$ cat config.mk
export PLATFORM = sky130hd
export DESIGN_NAME = writeback_arbiter
export DESIGN_NICKNAME = d
export VERILOG_FILES = /design/src/rtl/wb_pkg.sv /design/src/rtl/wb_load_fifo.sv /design/src/rtl/writeback_arbiter.sv
export SDC_FILE = /design/constraint.sdc
export NUM_CORES = 1
export LEC_CHECK = 0
export CAP_MARGIN = 10
export CORE_ASPECT_RATIO = 1.25
export CORE_UTILIZATION = 56
export CTS_BUF_LIST = sky130_fd_sc_hd__clkbuf_8
export DETAILED_ROUTE_END_ITERATION = 10
export PLACE_DENSITY_LB_ADDON = 0.25
export SYNTH_ARGS = -nofsm -noshare
export SYNTH_HDL_FRONTEND = slang
export SYNTH_SLANG_ARGS = --single-unit
$ cat constraint.sdc
create_clock -name Clock -period 7.2 [get_ports Clock]
set_clock_uncertainty 0.05 [all_clocks]
set_input_delay 2.16 -clock Clock [delete_from_list [all_inputs] [get_ports Clock]]
set_output_delay 2.16 -clock Clock [all_outputs]
set_load 0.02 [all_outputs]
$ cat src/rtl/wb_pkg.sv
// Shared constants and types for the register-file writeback path.
package wb_pkg;

  localparam int unsigned DATA_W   = 16;
  localparam int unsigned ADDR_W   = 2;
  localparam int unsigned NUM_REGS = 4;
  localparam int unsigned CNT_W    = 3;  // holds 0..4, the largest legal FIFO depth

  typedef enum logic [1:0] {
    SRC_NONE,
    SRC_ALU,
    SRC_MEM
  } wb_src_e;

  typedef struct packed {
    logic [ADDR_W-1:0] rd;
    logic [DATA_W-1:0] data;
  } wb_entry_t;

  function automatic logic [NUM_REGS-1:0] reg_onehot(input logic [ADDR_W-1:0] rd);
    reg_onehot = NUM_REGS'(1) << rd;
  endfunction

endpackage

$ cat src/rtl/wb_load_fifo.sv
// Small circular FIFO that buffers load returns which lost arbitration.
module wb_load_fifo
  import wb_pkg::*;
#(
  parameter int unsigned DEPTH = 2
) (
  input  logic             clk,
  input  logic             rst,
  input  logic             push,
  input  wb_entry_t        push_entry,
  input  logic             pop,
  output wb_entry_t        head,
  output logic             full,
  output logic             empty,
  output logic [CNT_W-1:0] count
);

  localparam int unsigned      PTR_W    = (DEPTH > 1) ? $clog2(DEPTH) : 1;
  localparam logic [PTR_W-1:0] LAST     = PTR_W'(DEPTH - 1);
  localparam logic [CNT_W-1:0] FULL_CNT = CNT_W'(DEPTH);

  wb_entry_t        mem [DEPTH];
  logic [PTR_W-1:0] wr_ptr;
  logic [PTR_W-1:0] rd_ptr;
  logic             do_push;
  logic             do_pop;

  assign full    = (count == FULL_CNT);
  assign empty   = (count == '0);
  assign head    = mem[rd_ptr];
  assign do_pop  = pop && !empty;
  assign do_push = push && (!full || do_pop);

  // NOTE: state registers use non-blocking assignments so every flop samples pre-edge values.
  always_ff @(posedge clk) begin
    if (rst) begin
      wr_ptr <= '0;
      rd_ptr <= '0;
      count  <= '0;
    end else begin
      if (do_push) wr_ptr <= (wr_ptr == LAST) ? '0 : wr_ptr + PTR_W'(1);
      if (do_pop)  rd_ptr <= (rd_ptr == LAST) ? '0 : rd_ptr + PTR_W'(1);
      case ({do_push, do_pop})
        2'b10:   count <= count + CNT_W'(1);
        2'b01:   count <= count - CNT_W'(1);
        default: count <= count;
      endcase
    end
  end

  // NOTE: entry storage is never reset; pointers and count alone decide which entries are valid.
  always_ff @(posedge clk) begin
    if (do_push) mem[wr_ptr] <= push_entry;
  end

endmodule

$ cat src/rtl/writeback_arbiter.sv
// Merges ALU results and buffered load returns onto the register-file write port,
// with a Busy scoreboard and ALU starvation stall. Define WB_STATS_EN for commit counters.
module writeback_arbiter
  import wb_pkg::*;
#(
  parameter int unsigned DEPTH        = 2,
  parameter int unsigned STARVE_LIMIT = 4
) (
  input  logic                Clock,
  input  logic                Reset,
  input  logic                AluValid,
  input  logic [ADDR_W-1:0]   AluRD,
  input  logic [DATA_W-1:0]   AluData,
  input  logic                LdIssue,
  input  logic [ADDR_W-1:0]   LdIssueRD,
  input  logic                MemValid,
  input  logic [ADDR_W-1:0]   MemRD,
  input  logic [DATA_W-1:0]   MemData,
  output logic                MemReady,
  output logic                RegWrite,
  output logic [ADDR_W-1:0]   RD,
  output logic [DATA_W-1:0]   WriteData,
  output logic [NUM_REGS-1:0] Busy,
  output logic                AluStall
`ifdef WB_STATS_EN
  ,
  output logic [15:0]         AluWbCount,
  output logic [15:0]         MemWbCount
`endif
);

  localparam logic [CNT_W-1:0] DEPTH_CNT  = CNT_W'(DEPTH);
  localparam logic [3:0]       STARVE_MAX = 4'(STARVE_LIMIT);

  wb_entry_t           mem_entry;
  wb_entry_t           fifo_head;
  wb_entry_t           sel_entry;
  wb_src_e             sel_src;
  wb_src_e             wb_src;
  logic                fifo_push;
  logic                fifo_pop;
  logic                fifo_full;
  logic                fifo_empty;
  logic [CNT_W-1:0]    fifo_count;
  logic                mem_accept;
  logic                bypass;
  logic [3:0]          starve_cnt;
  logic [NUM_REGS-1:0] busy_set;
  logic [NUM_REGS-1:0] busy_clr;

  assign mem_entry  = '{rd: MemRD, data: MemData};
  assign MemReady   = !Reset && (fifo_count < DEPTH_CNT);
  assign mem_accept = MemValid && MemReady;
  assign AluStall   = (starve_cnt == STARVE_MAX);

  wb_load_fifo #(.DEPTH(DEPTH)) u_load_fifo (
    .clk        (Clock),
    .rst        (Reset),
    .push       (fifo_push),
    .push_entry (mem_entry),
    .pop        (fifo_pop),
    .head       (fifo_head),
    .full       (fifo_full),
    .empty      (fifo_empty),
    .count      (fifo_count)
  );

  // NOTE: every always_comb output gets a default first so no path can infer a latch.
  always_comb begin
    sel_src   = SRC_NONE;
    sel_entry = '0;
    fifo_pop  = 1'b0;
    bypass    = 1'b0;
    if (AluValid) begin
      sel_src   = SRC_ALU;
      sel_entry = '{rd: AluRD, data: AluData};
    end else if (!fifo_empty) begin
      sel_src   = SRC_MEM;
      sel_entry = fifo_head;
      fifo_pop  = 1'b1;
    end else if (mem_accept) begin
      sel_src   = SRC_MEM;
      sel_entry = mem_entry;
      bypass    = 1'b1;
    end
    fifo_push = mem_accept && !bypass;
  end

  always_ff @(posedge Clock) begin
    if (Reset) begin
      RegWrite  <= 1'b0;
      RD        <= '0;
      WriteData <= '0;
      wb_src    <= SRC_NONE;
    end else begin
      RegWrite <= (sel_src != SRC_NONE);
      wb_src   <= sel_src;
      if (sel_src != SRC_NONE) begin
        RD        <= sel_entry.rd;
        WriteData <= sel_entry.data;
      end
    end
  end

  // A load's Busy bit drops at the end of the cycle its data is on the write port.
  assign busy_set = LdIssue ? reg_onehot(LdIssueRD) : '0;
  assign busy_clr = (RegWrite && wb_src == SRC_MEM) ? reg_onehot(RD) : '0;

  always_ff @(posedge Clock) begin
    if (Reset) Busy <= '0;
    else       Busy <= (Busy & ~busy_clr) | busy_set;
  end

  always_ff @(posedge Clock) begin
    if (Reset)                                       starve_cnt <= '0;
    else if (fifo_pop)                               starve_cnt <= '0;
    else if (AluValid && !fifo_empty && !AluStall)   starve_cnt <= starve_cnt + 4'd1;
  end

`ifdef WB_STATS_EN
  always_ff @(posedge Clock) begin
    if (Reset) begin
      AluWbCount <= '0;
      MemWbCount <= '0;
    end else if (RegWrite) begin
      if (wb_src == SRC_ALU) AluWbCount <= AluWbCount + 16'd1;
      if (wb_src == SRC_MEM) MemWbCount <= MemWbCount + 16'd1;
    end
  end
`endif

  // A register whose load commits this cycle is no longer outstanding for reissue or ALU use.
  a_issue_busy: assert property (@(posedge Clock) disable iff (Reset)
    !(LdIssue && Busy[LdIssueRD] && !busy_clr[LdIssueRD]))
    else $error("load issued to busy register %0d", LdIssueRD);

  a_alu_busy: assert property (@(posedge Clock) disable iff (Reset)
    !(AluValid && Busy[AluRD] && !busy_clr[AluRD]))
    else $error("alu write to busy register %0d", AluRD);

  a_mem_not_busy: assert property (@(posedge Clock) disable iff (Reset)
    !(MemValid && !Busy[MemRD]))
    else $error("load return to idle register %0d", MemRD);

  a_alu_during_stall: assert property (@(posedge Clock) disable iff (Reset)
    !(AluValid && AluStall))
    else $error("alu result presented during stall");

  a_push_when_full: assert property (@(posedge Clock) disable iff (Reset)
    !(fifo_push && fifo_full && !fifo_pop))
    else $error("push into full load fifo");

endmodule

* Word level (Yosys, flattened, before mapping)
Memory sizes are Yosys's and may differ from the RTL's. A register that Yosys moved wholly into a read port is not among the register bits.
Index checks and enable logic that the tools add are counted.
** Storage, ports and cells
- Flip-flop bits (word level) :: 34
- Bits in writable memories :: 36
- Input bits :: 43
- Output and inout bits :: 25
- Logic and storage cells :: 64
- Memories kept :: 1
** Memory list
- u_load_fifo.mem :: words 2, bits a word 18, read ports 1, clocked after Yosys merged registers in 1, write ports 1, line wb_load_fifo.sv:22 : wb_entry_t mem [DEPTH];
** Operators by class
- $add $sub $neg :: 5
- $lt $le $gt $ge :: 1
- Equal/unequal tests :: 5
- Shift-type cells :: 2
- Mux-type cells :: 20
- Bitwise gates (word level) :: 3
- Reduce and logical (&&, ||, !) cells :: 18
** Operator list (number)
- $mux 18 :: 3
- $mux 1 :: 11
- $logic_and 1x1->1 :: 8
- $mux 4 :: 2
- $shl 1x2->4 const A :: 2
- $mux 2 :: 3
- $pmux 3 s2 :: 1
- $logic_not 1->1 :: 5
- $add 4x1->4 const B :: 1
- $and 4x4->4 :: 1
- $eq 2x2->1 const B :: 2
- $eq 4x3->1 const B :: 1
- $not 4->4 :: 1
- $or 4x4->4 :: 1
- $reduce_bool 2->1 :: 2
- $add 3x1->3 const B :: 1
- $eq 3x2->1 const B :: 1
- $logic_not 3->1 :: 1
- $lt 3x2->1 const B :: 1
- $sub 3x1->3 const B :: 1
- $add 1x1->1 const B :: 2
- $eq 2x1->1 const B :: 1
- $reduce_or 2->1 :: 1
- $logic_or 1x1->1 :: 1

* Depth between registers and ports, before layout
- Word-level depth :: 11
- Gate-level depth with buffers :: 9
- Gate-level depth less buffers :: 7

* Modules after synthesis
From an unflattened synthesis, not the netlist that was laid out.
** Unflattened totals
- Cells, all modules :: 252
- Area total of the unflattened synthesis :: 3085.5 sq um
** By module, submodules not included
- wb_load_fifo :: instances 1, cells each 90, area each 1606.5 sq um, seq. area each 1201.2 sq um
- writeback_arbiter :: instances 1, cells each 162, area each 1478.9 sq um, seq. area each 580.6 sq um

* Worst setup path after synthesis
Ideal clock, no wire load.
- Path type :: in2out
- Start point :: input Reset
- End point :: output MemReady
- Arrival :: 3.006 ns
- Data required time :: 4.990 ns
- Path slack :: 1.984 ns
- Cell stages on the path :: 3
- Buffers on the path :: 2
- Cell sequence :: clkbuf_1 > buf_1 > nor3_1
** Between the ends
- Longest elaborated chain between the ends :: 2
** RTL lines
- start, declared :: line writeback_arbiter.sv:10 : input logic Reset,
- $logic_not 1->1 :: line writeback_arbiter.sv:52 : assign MemReady = !Reset && (fifo_count < DEPTH_CNT);
- $logic_and 1x1->1 :: line writeback_arbiter.sv:52
- end, declared :: line writeback_arbiter.sv:19 : output logic MemReady,
No other way between the ends.

* Worst setup path in the final report
Same ends and word-level chain as after synthesis.

==> summary.md <==
| Metric | Value |
|---|---|
| Status | `completed` |
| Share of layout cells above drive strength 1 | `17.3%` |
| Vias in the first global route | `2110` |
| Routing usage on met1 | `28.1%` |
| # hold bufs at CTS | `0` |
| CTS Root Cell | `clkbuf_8` |
| Worst-margin pin slew | `912 ps` |
| RSZ-0062 raised after global routing | `no` |
| Drt drc | `0` |
| First-pass GRT wire length | `9930 um` |
| I/O pin total | `68` |
| Critical R2R Launch | `u_load_fifo.count[1]$_SDFFE_PP0P_` |
| DR vias/cell | `5.73` |
| Cell repeated most along the worst path | `clkdlybuf4s50_1` |
| Mapped Nets | `302` |
| Mapped Area | `3130 um2` |
| TNS Setup | `0 ps` |
| Die area | `5900 um2` |
| P_leak | `0.00144 uW` |
| Top_reg_cell synth | `edfxtp_1` |
| Total GRT Usage | `23.4%` |
| R2r endpoint | `u_load_fifo.count[2]$_SDFFE_PP0P_` |
| Drt pass-1 iters | `4` |
| Crit start category | `input port` |
| Initial antenna violation count | `0` |
| H-tree depth | `3` |
| Drt initial violations | `177` |
| Total of max-cap violations | `0` |
| Via count | `2224` |
| Largest stage delay, worst path | `630 ps` |
| Placeable Area | `5410 um2` |
| Routability cong. | `0.777` |
| Fillers | `363` |
| Crit path max-delay family | `buffers and inverters` |
| R2R Setup Slk | `4940 ps` |
| Seq cells post-synth | `71` |
| TritonCTS clock tree | `done` |
| Bufs on Longest Clock Path | `2` |
| Worst Hold Path EP | `Busy[1]$_SDFF_PP0_` |
| Detail Route Antenna Nets | `0` |
| Final slew viol count | `0` |
| Synth cell types | `44` |
| CP cell instances | `clkdlybuf4s50_1 -> buf_4 -> nor3_1 -> clkdlybuf4s50_1` |
| Hold Path Origin | `Busy[1]$_SDFF_PP0_` |
| Slowest CP cell | `clkdlybuf4s50_1` |
| Relative slew slack | `39.0%` |
| Worst-path clk slew | `80 ps` |
| HP Class | `flop to flop` |
| Async S/R FF share, synth | `0%` |
| Cell taking the most area after synthesis | `edfxtp_1` |
| Worst-Skew Late Latency | `340 ps` |
| # setup viols final | `0` |
| Final Cycle Share | `80.1%` |
| TritonCTS Buffers | `9` |
| Crit-path max FO | `18` |
| Sequential share of the synthesized area | `56.8%` |
| Critical path startpoint | `Reset` |
| Nets@finish | `365` |
| Largest net degree at the start of global routing | `38` |
| Area Growth Syn to Fin | `28.3%` |
| Synth warn | `0` |
| Pwr Density | `243 nW/um2` |
| Worst setup EP type | `output port` |
| Synth top area share | `34.5%` |
| Setup Fix Bufs, Post-CTS | `0` |
| WP buf/inv | `3` |
| Maximum vdd drop | `207 uV` |
| Minimum clock period | `5760 ps` |
| Number of synthesized flops with an enable pin | `36` |
| Path type of the worst setup path | `input port to output port` |
| Port bufs | `67` |
| GRT busiest layer | `met2` |
| Hpwl dp | `4120 um` |
| Required @ worst endpoint | `4990 ps` |
| Most area-consuming cells after synthesis | `edfxtp_1, dfxtp_1, mux2_2, mux2i_1, a21oi_1` |
| Detailed Route WL | `6490 um` |
| Worst Reg-to-Reg Cells | `7` |
| Gate Count Post-Synth | `256` |
| Post-Syn Area per Cell | `12.2 um2` |
| CP Data Arrival Time | `3550 ps` |
| Clk sinks | `71` |
| Number of hold violations in the final report | `0` |
| Cell row count | `30` |
| Met3 usage | `6.65%` |
| Commonest cells post-synth | `edfxtp_1, dfxtp_1, mux2_2` |
| Die Span Y | `85.6 um` |
| Cell with the most instances after synthesis | `edfxtp_1` |
| F_max | `0.173 GHz` |
| WHS Path Cells | `2` |
| Die X | `68.9 um` |
| Core Util, Final | `74.4%` |
| Starting density of the core | `58.0%` |
| Gr ovfl total | `0` |
| Design Power | `979 uW` |
| Per-cell routed wire length | `16.7 um` |
| M2 GR Usage | `38.8%` |
| CTS resizes | `0` |
| Antenna Cells | `0` |
## worst max path at each step
stage,endpoint,slack [ps],cells after the start
6_report,MemReady,1440,4
5_1_grt,MemReady,1350,4
4_1_cts,MemReady,1450,4
3_5_place_dp,MemReady,1460,4
3_3_place_gp,MemReady,1480,4
2_1_floorplan,MemReady,1980,3
## kinds of logic (layout without fill, tap and decap cells)
logic type               count (synthesis)  after routing  synth area share [%]
buffers and inverters                   26             94                  4.55
multiplexers                            45             45                  15.6
AO/OA/AOI/OAI                           64             64                  11.7
XOR/XNOR                                 1              1                 0.279
AND/OR/NAND/NOR                         46             46                  9.62
flip-flops                              71             71                  56.8
adder cells (fa/ha/maj)                  3              3                  1.44
## layout by cell type, fill, tap and decap left out, drive strengths merged, types with 2 or more instances in the layout
master,netlist,layout
o21ai,26,26
a211oi,2,2
ha,2,2
mux2,30,30
nor3b,5,5
nor3,8,8
nor4,3,3
nor2,4,4
clkinv,0,2
inv,7,8
or4,2,2
or3,3,3
a31oi,2,2
clkdlybuf4s50,0,67
mux2i,15,15
o211ai,2,2
nand2,3,3
bufinv,0,2
o21a,2,2
clkbuf,7,9
a2111oi,3,3
edfxtp,36,36
a21oi,23,23
clkinvlp,0,2
nand3,6,6
buf,12,4
nor2b,4,4
dfxtp,35,35
## metal layers
| metal | wire (um) | part of all wire [%] | up-vias |
|---|---|---|---|
| met5 | 0 | 0 | - |
| met4 | 52 | 0.80 | 0 |
| met3 | 313 | 4.8 | 5 |
| met2 | 3240 | 50 | 52 |
| met1 | 2890 | 44 | 1080 |
| li1 | - | - | 1087 |
## registers in the layout (all words and copies together), names as in the netlist, named ones only
signal	cells
Busy	4
wb_src	2
RegWrite	1
u_load_fifo.rd_ptr	1
starve_cnt	4
u_load_fifo.wr_ptr	1
RD	2
u_load_fifo.count	3
u_load_fifo.mem	36
WriteData	16
## worst min-delay path: cells and delay by family (launching register included)
family | cells | cell delay [ps]
AO/OA/AOI/OAI | 2 | 140
flip-flops | 1 | 320
## area by class of cell
class                      count  area, um2  share of cell area, %
sequential                    71       1780                   44.3
multi-input combinational    159       1220                   30.4
timing repair buffer          71        701                   17.4
clock buffer                   9        124                   3.08
clock inverter                 7       88.8                   2.21
tap                           64       80.1                   1.99
inverter                       7       26.3                  0.653
## power by group
group	switching, uW	internal, uW
logic	82.9	87.8
clock network	146	192
registers	20.0	450
## stage by stage
step	instances	area [um2]	hold WS, ps	setup slack (ps)
4_1_cts	388	4020	454	1450
3_5_place_dp	372	3810	441	1460
5_1_grt	388	4020	482	1350
6_report	388	4020	455	1440
2_1_floorplan	256	3130	422	1980
3_3_place_gp	372	3810	428	1480
Power figures use the tool's default switching activity.
